## src/rtl/video_pkg.sv

```systemverilog
// Shared video geometry for the framebuffer and its scan-out stage, so that the RAM depth
// and the scan-out counters are derived from the same numbers.
package video_pkg;

  localparam int VID_FB_W       = 160;
  localparam int VID_FB_H       = 120;
  localparam int VID_H_SCALE    = 8;
  localparam int VID_V_SCALE    = 6;
  localparam int VID_ADDR_WIDTH = 15;
  localparam int VID_FB_DEPTH   = VID_FB_W * VID_FB_H;

  typedef struct packed {
    logic [7:0] r;
    logic [7:0] g;
    logic [7:0] b;
  } rgb888_t;

  // Width needed to hold the values 0..n-1 (never less than one bit).
  function automatic int cnt_w(input int n);
    return (n < 2) ? 1 : $clog2(n);
  endfunction

  // Bit replication keeps full-scale codes at 0 and 255.
  function automatic rgb888_t expand332(input logic [7:0] d);
    rgb888_t p;
    p.r = {d[7:5], d[7:5], d[7:6]};
    p.g = {d[4:2], d[4:2], d[4:3]};
    p.b = {4{d[1:0]}};
    return p;
  endfunction

endpackage

```

## src/rtl/rgb332_expand.sv

```systemverilog
// Registered RGB332 to RGB888 expansion; the pixel is forced to black when not enabled.
module rgb332_expand
  import video_pkg::*;
(
  input  logic       clk,
  input  logic       rst_n,
  input  logic [7:0] data_i,
  input  logic       en_i,
  output logic [7:0] r_o,
  output logic [7:0] g_o,
  output logic [7:0] b_o
);

  rgb888_t pix_d;
  rgb888_t pix_q;

  always_comb begin
    pix_d = '0;
    if (en_i) pix_d = expand332(data_i);
  end

  always_ff @(posedge clk or negedge rst_n) begin
    if (!rst_n) pix_q <= '0;
    else        pix_q <= pix_d;
  end

  assign r_o = pix_q.r;
  assign g_o = pix_q.g;
  assign b_o = pix_q.b;

endmodule

```

## src/rtl/fb_scanout.sv

```systemverilog
// Framebuffer scan-out: turns video timing into pixel-replicated read addresses and
// re-aligns the returned RGB332 data, expanded to RGB888, with the delayed sync/DE.
module fb_scanout
  import video_pkg::*;
#(
  parameter int   ADDR_WIDTH = VID_ADDR_WIDTH,
  parameter int   FB_W       = VID_FB_W,
  parameter int   FB_H       = VID_FB_H,
  parameter int   H_SCALE    = VID_H_SCALE,
  parameter int   V_SCALE    = VID_V_SCALE,
  parameter logic VS_ACTIVE  = 1'b1
) (
  input  logic                  clk,
  input  logic                  rst_n,
  input  logic                  vid_de,
  input  logic                  vid_hs,
  input  logic                  vid_vs,
  output logic                  fb_rd_en,
  output logic [ADDR_WIDTH-1:0] fb_rd_addr,
  input  logic [7:0]            fb_rd_data,
  output logic                  out_de,
  output logic                  out_hs,
  output logic                  out_vs,
  output logic [7:0]            out_r,
  output logic [7:0]            out_g,
  output logic [7:0]            out_b
);

  localparam int HW = cnt_w(H_SCALE);
  localparam int XW = cnt_w(FB_W + 1);
  localparam int VW = cnt_w(V_SCALE);
  localparam int YW = cnt_w(FB_H + 1);

  localparam logic [HW-1:0]         H_LAST  = HW'(H_SCALE - 1);
  localparam logic [VW-1:0]         V_LAST  = VW'(V_SCALE - 1);
  localparam logic [XW-1:0]         X_END   = XW'(FB_W);
  localparam logic [YW-1:0]         Y_END   = YW'(FB_H);
  localparam logic [ADDR_WIDTH-1:0] ROW_INC = ADDR_WIDTH'(FB_W);

  logic [HW-1:0]         h_sub_q, h_sub_d;
  logic [XW-1:0]         fb_x_q, fb_x_d;
  logic [VW-1:0]         v_sub_q, v_sub_d;
  logic [YW-1:0]         fb_y_q, fb_y_d;
  logic [ADDR_WIDTH-1:0] row_base_q, row_base_d;
  logic                  de_prev_q, vs_prev_q;

  logic vs_start, de_fall, in_window;

  assign vs_start  = (vid_vs == VS_ACTIVE) && (vs_prev_q != VS_ACTIVE);
  assign de_fall   = de_prev_q && !vid_de;
  assign in_window = (fb_x_q < X_END) && (fb_y_q < Y_END);

  assign fb_rd_en   = vid_de && in_window;
  assign fb_rd_addr = row_base_q + ADDR_WIDTH'(fb_x_q);

  // Frame restart wins over everything, including a coincident end of line.
  always_comb begin
    h_sub_d    = h_sub_q;
    fb_x_d     = fb_x_q;
    v_sub_d    = v_sub_q;
    fb_y_d     = fb_y_q;
    row_base_d = row_base_q;
    if (vs_start) begin
      h_sub_d    = '0;
      fb_x_d     = '0;
      v_sub_d    = '0;
      fb_y_d     = '0;
      row_base_d = '0;
    end else if (de_fall) begin
      h_sub_d = '0;
      fb_x_d  = '0;
      if (v_sub_q == V_LAST) begin
        v_sub_d = '0;
        if (fb_y_q < Y_END) begin
          fb_y_d     = fb_y_q + YW'(1);
          row_base_d = row_base_q + ROW_INC;
        end
      end else begin
        v_sub_d = v_sub_q + VW'(1);
      end
    end else if (vid_de) begin
      if (h_sub_q == H_LAST) begin
        h_sub_d = '0;
        if (fb_x_q < X_END) fb_x_d = fb_x_q + XW'(1);
      end else begin
        h_sub_d = h_sub_q + HW'(1);
      end
    end
  end

  always_ff @(posedge clk or negedge rst_n) begin
    if (!rst_n) begin
      h_sub_q    <= '0;
      fb_x_q     <= '0;
      v_sub_q    <= '0;
      fb_y_q     <= '0;
      row_base_q <= '0;
      de_prev_q  <= 1'b0;
      vs_prev_q  <= 1'b0;
    end else begin
      h_sub_q    <= h_sub_d;
      fb_x_q     <= fb_x_d;
      v_sub_q    <= v_sub_d;
      fb_y_q     <= fb_y_d;
      row_base_q <= row_base_d;
      de_prev_q  <= vid_de;
      vs_prev_q  <= vid_vs;
    end
  end

  // Stage 1 runs in step with the RAM output register.
  logic de1_q, hs1_q, vs1_q, win1_q;
  logic out_de_q, out_hs_q, out_vs_q;

  always_ff @(posedge clk or negedge rst_n) begin
    if (!rst_n) begin
      de1_q    <= 1'b0;
      hs1_q    <= 1'b0;
      vs1_q    <= 1'b0;
      win1_q   <= 1'b0;
      out_de_q <= 1'b0;
      out_hs_q <= 1'b0;
      out_vs_q <= 1'b0;
    end else begin
      de1_q    <= vid_de;
      hs1_q    <= vid_hs;
      vs1_q    <= vid_vs;
      win1_q   <= in_window;
      out_de_q <= de1_q;
      out_hs_q <= hs1_q;
      out_vs_q <= vs1_q;
    end
  end

  assign out_de = out_de_q;
  assign out_hs = out_hs_q;
  assign out_vs = out_vs_q;

  rgb332_expand u_expand (
    .clk    (clk),
    .rst_n  (rst_n),
    .data_i (fb_rd_data),
    .en_i   (de1_q && win1_q),
    .r_o    (out_r),
    .g_o    (out_g),
    .b_o    (out_b)
  );

endmodule

```

## config.mk

```make
export PLATFORM = sky130hd
export DESIGN_NAME = fb_scanout
export DESIGN_NICKNAME = d
export VERILOG_FILES = /design/src/rtl/video_pkg.sv /design/src/rtl/rgb332_expand.sv /design/src/rtl/fb_scanout.sv
export SDC_FILE = /design/constraint.sdc
export NUM_CORES = 1
export LEC_CHECK = 0
export ABC_AREA = 1
export CAP_MARGIN = 5
export CORE_UTILIZATION = 50
export DETAILED_ROUTE_END_ITERATION = 10
export PLACE_DENSITY = 0.83
export SYNTH_ARGS = -nofsm -noshare
export SYNTH_HDL_FRONTEND = slang
export SYNTH_HIERARCHICAL = 1
export SYNTH_SLANG_ARGS = --single-unit
```

## constraint.sdc

```tcl
create_clock -name clk -period 2.07 [get_ports clk]
set_input_delay 0.207 -clock clk [delete_from_list [all_inputs] [get_ports clk]]
set_output_delay 0.207 -clock clk [all_outputs]
set_load 0.1 [all_outputs]
```

==> Word level (Yosys, flattened, before mapping) <==
Index checks and enable logic that the tools add are counted.
{ "totals": {"in_bits": 13, "regBits": 67} }
{ "classes": {"n_lt_le_gt_ge": 2, "reduce_logical": 14, "add_sub_neg": 6, "n_eq_ne": 2, "bitwise": 1, "mux": 21} }
{ "op_table": {"columns": ["operator", "count"], "rows": [
  ["$mux W15", 4],
  ["$mux W8", 5],
  ["$mux W7", 4],
  ["$mux W24", 1],
  ["$mux W3", 7],
  ["$add A15 B8 Y15", 1],
  ["$add A15 B8 Y15 const B", 1],
  ["$reduce_bool A3 Y1", 3],
  ["$add A8 B1 Y8 const B", 1],
  ["$lt A8 B8 Y1 const B", 1],
  ["$add A7 B1 Y7 const B", 1],
  ["$lt A7 B7 Y1 const B", 1],
  ["$add A3 B1 Y3 const B", 2],
  ["$eq A3 B3 Y1 const B", 2],
  ["$reduce_and A3 Y1", 2],
  ["$reduce_bool A2 Y1", 3],
  ["$logic_and A1 B1 Y1", 5],
  ["$logic_not A1 Y1", 1],
  ["$not A1 Y1", 1]
]} }

==> Depth between registers and ports, before layout <==
{ "depth": {"depth_word": 6, "ltp_mapped": 10, "ltp_nobuf": 10} }

==> By module <==
The synthesis kept the hierarchy.
{ "by_module_without_submodules": {"columns": ["mod", "n_inst", "cells_each", "area_each_um2"], "rows": [
  ["fb_scanout", 1, 265, 2118.3],
  ["rgb332_expand", 1, 41, 385.4]
]} }

==> Worst setup path after synthesis <==
No wires, ideal clock.
{ "synth_timing": {"path_type": "register to output", "startpoint": "register fb_x_q[5]", "endpoint": "output port fb_rd_en", "path_stages_with_launch": 4, "required_ns": 1.863, "path_slack_ns": -0.799, "path_buffers": 0, "t_arrival_ns": 2.662, "cell_sequence": "dfrtp_1 nor2_1 nor2_1 nor3_1"} }
{ "synth_via": {"elab_chain_len": 3} }
{ "synth_rtl": {"columns": ["item", "line", "rtl"], "rows": [
  ["start, declared", "fb_scanout.sv:41", "logic [XW-1:0] fb_x_q, fb_x_d;"],
  ["start signal, assigned", "fb_scanout.sv:94", "fb_x_q <= '0;"],
  ["start signal, assigned", "fb_scanout.sv:102", "fb_x_q <= fb_x_d;"],
  ["$lt A8 B8 Y1", "fb_scanout.sv:51", "assign in_window = (fb_x_q < X_END) && (fb_y_q < Y_END);"],
  ["$logic_and A1 B1 Y1", "fb_scanout.sv:51", null],
  ["$logic_and A1 B1 Y1", "fb_scanout.sv:53", "assign fb_rd_en = vid_de && in_window;"],
  ["end, declared", "fb_scanout.sv:18", "output logic fb_rd_en,"]
]} }
Every way passes these cells.

==> Worst setup path after layout <==
{ "layout_timing": {"startpoint": "register fb_x_q[6]", "endpoint": "output port fb_rd_addr[12]"} }
{ "layout_via": {"elab_chain_len": 1} }
{ "layout_rtl": {"columns": ["item", "line", "rtl"], "rows": [
  ["$add A15 B8 Y15", "fb_scanout.sv:54", "assign fb_rd_addr = row_base_q + ADDR_WIDTH'(fb_x_q);"],
  ["end, declared", "fb_scanout.sv:19", "output logic [ADDR_WIDTH-1:0] fb_rd_addr,"]
]} }
Every way passes these cells.

==> flow_summary.ini <==
[die]
die_area_um2 = 5290
io_pins = 56
die_y_um = 72.8
rows = 25
coreArea_um2 = 4790
die_x_um = 72.8
initial_core_util_pct = 52.3

[synthesis]
async_flop_share_pct = 100
netlist_instances = 306
synth_top_cell_area_share_pct = 46.0
synth_cell_type_count = 33
ys_warn_count = 6
yosysTopAreaCell = dfrtp_1
synth_edf_count = 0
avgSynthCellArea_um2 = 8.18
synth_fp_nets = 327
synth.area.top_cells = dfrtp_1 (46%), nand2_1 (9.1%), inv_1 (6.3%)
netlist_area_um2 = 2500
yosysSeqAreaShare_pct = 46.0
ys_seq_elements = 46
synth_ff_type = dfrtp_1

[timing]
drv_slew = 0
fin_skew_ns = 0.00587
hold_viol_final = 18
fin_crit_ns = 2.06
slew_headroom_pct = 61.3
fin_crit_sh_pct = 99.7
tightest_slew_ns = 0.581
layout_setup_ws_ns = 0.00549
whs_ns = -0.0182
totalNegativeSetupSlack_ns = 0
rsz0062_at_grt = true
fmax_ghz = 0.484
setup-violations-final = 0

[setup_path]
endpoint_kind = output pin
crit_fanout = 3
reg2regPathDepth = 8
critPathKind = flip-flop to output pin
arrival_ns = 1.86
start_kind = flip-flop
worst_ep_required_time_ns = 1.86

[pwr]
irDropWorstVdd_mv = 0.339
p_total_mw = 2.06
p_leak_nw = 1.67
powerDensity_nw_per_um2 = 617

[route]
wl_per_cell_um = 13.0
vias = 2162
wl_um = 5500
via_per_inst = 5.10
drt_iter0_markers = 78
drtPass1Iterations = 6
drc = 0
antenna_left = 0

[placed_design]
io_buffers = 55
preCtsSetupSlack_ns = 0.0400
gp_congestion = 0.785
dpl.hpwl_um = 3850
dp_cells = 407

[clock_network]
cts_max_level = 2
cts_buffers = 5
cts.sinks = 46
cts_hold_buf = 0
clk_pin_slew_ns = 0.08
cts_tree = yes
cts-root-buf = clkbuf_8
clkLatencyLatePin_ns = 0.30
clock_path_buffers = 2

[layout]
nets = 377
layout_common_cells = nand2_1 (57), dfrtp_1 (46), buf_4 (45), inv_1 (41), nor2_1 (28)
layout_commonest_cell = nand2_1
fillers = 374
layout-drive-gt1-share_pct = 26.6
final_cells = 424
diodes = 0
register_area_um2 = 1150
area_growth_pct = 33.5
multiInputGateArea_um2 = 1130

[flow_run]
drv_cap = 0

[hold_path]
holdCritPathClass = primary input to asynchronous set/reset pin

[grt]
grt_util_all_layers_pct = 22.1
grtUsageMet1_pct = 25.7
grt_overflow_total = 0
grt_first_pass_wirelength_um = 9050
use_met2_pct = 38.2
grt_pass1_vias = 2044
grt-busiest-layer = met2
use_met3_pct = 4.97
grt_max_degree = 47
antenna_found_initial = 0

[status]
status = finished, violations left
violations = negative hold slack
-- flip-flops by register name (all words and copies together) (netlist names) --
register,count
de1_q,1
fb_x_q,8
fb_y_q,7
h_sub_q,3
hs1_q,1
out_de,1
out_hs,1
out_vs,1
row_base_q,10
u_expand/b_o,2
u_expand/g_o,3
u_expand/r_o,3
v_sub_q,3
vs1_q,1
win1_q,1
-- final timing paths --
check	endpoint	slack, ns	startpoint
min in group clk	hs1_q	0.35	vid_hs
setup reg to reg	fb_x_q[2]	0.46	fb_x_q[6]
setup / recovery	fb_rd_addr[12]	0.005	fb_x_q[6]
max in group asynchronous	fb_x_q[2]	1.69	rst_n
hold / removal	row_base_q[11]	-0.02	rst_n
hold reg to reg	out_hs	0.36	hs1_q
-- kinds of logic after synthesis --
logic type | after synthesis | synth area share (%)
simple gates | 139 | 25.4
buf+inv | 69 | 13.5
fa+ha+maj | 8 | 4.00
compound gates | 36 | 8.20
xor+xnor | 6 | 2.10
mux | 2 | 0.800
flops | 46 | 46.0
-- synth_stat cells, types with 2 or more instances --
cell type,instances
nand2_1,61
dfrtp_1,46
inv_1,42
nor2_1,31
nand3_1,24
buf_4,18
a21oi_1,15
o21ai_0,9
ha_1,8
nand4_1,7
xor2_1,5
buf_2,4
clkbuf_1,4
nor2_4,4
nand2_2,3
nor3_1,3
a31oi_1,2
mux2i_1,2
nand3_2,2
nand3b_1,2
o21ai_1,2
-- power by group --
group	switching, mW	internal, mW	total [mW]
registers	0.0318	0.937	0.969
clock network	0.294	0.360	0.654
logic	0.335	0.106	0.441
total	0.661	1.40	2.06
-- what timing repair did --
action	4_1_cts	5_1_grt
gates cloned	0	0
gates resized for setup	11	7
hold endpoints to repair	0	0
setup buffers	5	4
pin swaps	6	6
setup endpoints to repair	7	7
-- cell type report --
| class | instances | area share [%] |
|---|---|---|
| Tap cell | 67 | 2.51 |
| Clock inverter | 2 | 1.12 |
| Sequential cell | 46 | 34.4 |
| Timing Repair Buffer | 70 | 21.1 |
| Clock buffer | 6 | 2.17 |
| Inverter | 42 | 4.72 |
| Multi-Input combinational cell | 191 | 34.0 |
-- per-layer routing --
layer	part of all wire, %	vias to the layer above
met1	42	1019
met5	0	-
met2	51	75
met4	1.7	0
met3	5.6	10
li1	-	1058
-- metrics by stage --
step / utilization [%] / cell area (um^2) / hold WS (ns)
CTS: 68.5 / 3280 / 0.00691
global route: 69.8 / 3340 / 0.0432
global placement: 64.2 / 3070 / 0.328
finish: 69.8 / 3340 / -0.0182
detailed placement: 64.2 / 3070 / 0.333
floorplan: - / 2550 / -0.0886
-- critical path, cell delays in order, from the launching register on --
cell	delay [ns]
dfrtp_1	0.43
ha_4	0.30
a21oi_4	0.07
o21ai_4	0.17
buf_4	0.15
a21oi_1	0.07
a21oi_2	0.17
buf_12	0.19
No activity file was read; power rests on OpenSTA's default activity.
==> edit 1, RTL diff (config.mk and constraints unchanged) <==
Reset style: synchronous (`rst_n`), changed in 3 clocked blocks.
--- a/src/rtl/rgb332_expand.sv
+++ b/src/rtl/rgb332_expand.sv
@@ -20,5 +20,5 @@
   end
 
-  always_ff @(posedge clk or negedge rst_n) begin
+  always_ff @(posedge clk) begin
     if (!rst_n) pix_q <= '0;
     else        pix_q <= pix_d;
--- a/src/rtl/fb_scanout.sv
+++ b/src/rtl/fb_scanout.sv
@@ -89,5 +89,5 @@
   end
 
-  always_ff @(posedge clk or negedge rst_n) begin
+  always_ff @(posedge clk) begin
     if (!rst_n) begin
       h_sub_q    <= '0;
@@ -113,5 +113,5 @@
   logic out_de_q, out_hs_q, out_vs_q;
 
-  always_ff @(posedge clk or negedge rst_n) begin
+  always_ff @(posedge clk) begin
     if (!rst_n) begin
       de1_q    <= 1'b0;
Formal check against the unedited RTL: differs if rst_n is asserted again (counterexample within 4 cycles, from zero or initial values and one cycle with rst_n low); with rst_n held inactive, the same outputs for 10 cycles.
==> edit 1 against the unedited design <==
The run ends with negative setup slack left; synthesized cell count is 3.3% higher; design area down 6.0%; non-clock buffer count shrank 7; routed wire length down 18%; synthesized area down 6.9%; sequential cell count did not move; worst setup slack got worse by 0.017 ns; fmax fell by 0.83%; via count fell by 6.9%; critical endpoint is now fb_rd_addr[9].
Power is not compared: it rests on default switching activity, and its combinational part moved more than twofold at a synthesized area within 25%.
==> edit 1: results (changes against the unedited design) <==
* Top post-synthesis cells by area: dfxtp_1 (40%), nand2_1 (11%), inv_1 (7.6%)
* Met3 Use GR at 0.0447 (-0.00499)
* Delay-heaviest family, CP: adder cells
* Compound-Gate Fraction of Synth Area at 0.0773 (-0.00466)
* Setup Viol. Count Final at 1 (+1)
* Violated checks: negative setup slack
* Vias in the first global route at 1,886 (-7.7%)
* Total GRT Usage at 0.196 (-0.0244)
* Ys async rst share at 0 (-1.00)
* First-pass GRT wire length at 7830 um (-13%)
* Unique masters post-synth at 28 (-15%)
* Grt met2 use at 0.335 (-0.0467)
* Routed wl met2 at 2200 um (-21%)
* Clk_skew at 0.0110 ns (+0.00512 ns)
* Post-CTS Setup Bufs at 3 (-2)
* Slowest cell on crit path: dfxtp_4
* Setup WS post-layout at -0.0117 ns (-0.0172 ns)
* Synth Area in XOR/XNOR at 0.0526 (+0.0316)
* HP Class: in2reg
* Top_reg_cell synth: dfxtp_1
* Worst slew pin tran at 0.338 ns (-0.243 ns)
* Post-synthesis adder-cell area fraction at 0.0515 (+0.0115)
* Routed Wire Length at 4510 um (-18%)
* Top cells by count, synth: nand2_1 (71), inv_1 (47), dfxtp_1 (46)
* Drt pass-1 iters at 4 (-2)
* Drt first-iter violations at 52 (-33%)
* Layout cells sized above 1 at 0.262 (-0.00440)
* Status: finished with violations
* Fin nets at 384 (+1.9%)
edit 1: layout make-up:
| type | instances | area (um2) |
|---|---|---|
| clock inverters | 3 | 25.0 |
| repair buffers | 63 | 632 |
| fillers | 321 | 1270 |
| clock buffers | 5 | 68.8 |
| multi-input cells | 192 | 1210 |
| inverters | 54 | 205 |
| flip-flops and latches | 46 | 930 |
| well taps | 52 | 65.1 |
edit 1: metrics by stage:
step	area [um2]	hold slack, ns	setup TNS, ns	total power [mW]
6_report	3140	0.419	-0.0117	1.64
5_1_grt	3140	0.418	-0.196	1.70
4_1_cts	3110	0.414	-0.214	1.66
3_5_place_dp	2950	0.404	0	1.10
3_3_place_gp	2950	0.398	0	1.10
2_1_floorplan	2480	0.300	-0.163	1.05
edit 1: kinds of logic (layout without fill, tap and decap cells):
family / Yosys count / after routing
AND/OR/NAND/NOR: 134 / 134
buffers and inverters: 78 / 125
flip-flops: 46 / 46
AO/OA/AOI/OAI: 35 / 35
XOR/XNOR: 14 / 14
adder cells (fa/ha/maj): 9 / 9
edit 1: final timing paths:
kind                  from         endpoint  slack, ns  cells past startpoint
min          fb_rd_data[1]  u_expand/b_o[5]       0.42                      3
max              fb_x_q[5]    fb_rd_addr[9]      -0.01                      7
min reg2reg          hs1_q           out_hs       0.43                      2
max reg2reg  row_base_q[5]   row_base_q[13]       0.60                     10
edit 1: worst register-to-register path, stage by stage (launching register included):
cell and delay (ns):
dfxtp_4 0.37, buf_4 0.10, buf_4 0.11, ha_1 0.17, nor2_1 0.06, nor2_1 0.27, nand2_1 0.09, nand2_1 0.07
nand2_1 0.04, nand2_1 0.05, a21oi_1 0.05
edit 1: power breakdown:
group          internal, mW  switching, mW
logic                0.0498          0.125
registers             0.893        0.00610
clock network         0.244          0.323
total                  1.19          0.454
==> edit 2, RTL diff (same settings) <==
Without the edit above. The package constant `VID_FB_H` goes from 120 to 180.
--- a/src/rtl/video_pkg.sv
+++ b/src/rtl/video_pkg.sv
@@ -4,5 +4,5 @@
 
   localparam int VID_FB_W       = 160;
-  localparam int VID_FB_H       = 120;
+  localparam int VID_FB_H       = 180;
   localparam int VID_H_SCALE    = 8;
   localparam int VID_V_SCALE    = 6;
Function: same outputs for any inputs over 10 cycles, from zero or initial values and one cycle with rst_n low; that may be too few to reach the edited logic, so the function may still have changed.
==> edit 2 against the unedited design <==
The flow finishes with violations (negative hold slack, negative setup slack); design area is 5.9% higher; synthesized area up 4.3%; worst setup slack worse by 0.060 ns; cell count increased by 5.9%; power grew 2.4%; hold slack better by 0.0056 ns; sequential cell count rose by 1; global-route usage is essentially flat; routed wire length is 4.2% higher; critical path type unchanged; largest power group unchanged.
==> edit 2: results (changes against the unedited design) <==
* WP data arrival at 1.92 ns (+0.06 ns)
* LEAKAGE at 1.81 nW (+8.4%)
* End point of the critical path: fb_rd_addr[14]
* Largest net degree at the start of global routing at 48 (+2.1%)
* Sequential cell power at 0.994 mW (+2.6%)
* Routed wl met2 at 2960 um (+6.2%)
* HP Class: in2async
* Vias in the first global route at 2,084 (+2.0%)
* R2r setup slk at 0.39 ns (-0.07 ns)
* Critical Path Fanout Max at 4 (+1)
* Mapped Nets at 347 (+6.1%)
* Non-Filler Instances at 449 (+5.9%)
* Top post-synthesis cells by area: dfrtp_1 (45%), nand2_1 (11%), inv_1 (6.0%)
* Clk Latency, worst-skew pair at 0.30 ns (about the same)
* DR vias at 2,328 (+7.7%)
* Violated checks: negative hold slack, negative setup slack
* Largest registers: row_base_q (10), fb_x_q (8), fb_y_q (8)
* Fillcell total at 365 (-2.4%)
* Drt pass-1 iters at 4 (-2)
* Setup WS post-layout at -0.0545 ns (-0.0600 ns)
* DP Worst Slack at -0.0365 ns (-0.0766 ns)
* Unique masters post-synth at 28 (-15%)
* Max Used Layer: met4
* FF-to-FF path depth at 7 (-1)
* Mapped Cells at 326 (+6.5%)
* Worst r2r src: row_base_q[5]
* Top cells by count, synth: nand2_1 (77), dfrtp_1 (47), inv_1 (42)
* HPWL after DPL at 4040 um (+4.9%)
* Placed Cells at 430 (+5.7%)
* Fin nets at 402 (+6.6%)
* Worst slew pin tran at 0.605 ns (+0.0244 ns)
* Drt first-iter violations at 159 (+100%)
* First-pass GRT wire length at 9210 um (+1.8%)
* Gates resized, CTS repair at 10 (-1)
* Htree depth at 2 (unchanged)
* Die W at 74.3 um (+2.1%)
* Sequential Power Share at 0.470 (about the same)
* Max VDD drop at 320 uV (-5.8%)
* Routed WL per cell at 12.8 um (-1.6%)
* Hold slack at -0.0126 ns (+0.00565 ns)
* Met3 routed WL at 295 um (-4.5%)
* Worst r2r dst: row_base_q[11]
* Setup Viol. Count Final at 4 (+4)
* Setup tns final at -0.144 ns (-0.144 ns)
* Status: finished with violations
* Sw frac at 0.338 (+0.0182)
* Comb. pwr at 0.521 mW (+18%)
* GPL Wtd Cong at 0.822 (+4.7%)
* Delay-heaviest family, CP: flip-flops
* Layout cells sized above 1 at 0.296 (+0.0297)
* Post-CTS Setup Bufs at 6 (+1)
* Placed cell areas at 0.00330 mm2 (+7.5%)
* Critical Path Start: row_base_q[6]
* Clk_skew at 0.00761 ns (+0.00174 ns)
* Total GRT Usage at 0.221 (about the same)
* Final hold vios at 9 (-9)
==> edit 2: cell count changes in the layout (fill, tap and decap cells not counted), sizes merged, moves of 2 or more <==
cell	delta
clkbuf	+2
o21ai	+8
nand3	+2
buf	+7
a21oi	-2
nand4	+8
nand3b	-2
inv	+3
nor3b	+2
nand2	+15
mux2i	-2
nor2	-10
==> edit 2: per-layer routing <==
layer / up-vias / global-route usage
met1: 1108 / 0.274
met2: 72 / 0.389
met5: - / 0
met3: 7 / 0.0407
li1: 1141 / -
met4: 0 / 0.0755
==> edit 2: area by class of cell <==
cell class	count	area (um2)	area share
multi-input cells	205	1250	0.355
flip-flops and latches	47	1180	0.333
repair buffers	77	752	0.213
inverters	45	169	0.0477
clock buffers	8	100	0.0283
well taps	67	83.8	0.0237
==> edit 2: cell families after synthesis <==
family          Yosys count  synth area share
fa+ha+maj                 8            0.0383
flops                    47             0.450
buf+inv                  74             0.139
compound gates           39            0.0920
xor+xnor                  5            0.0168
simple gates            153             0.264
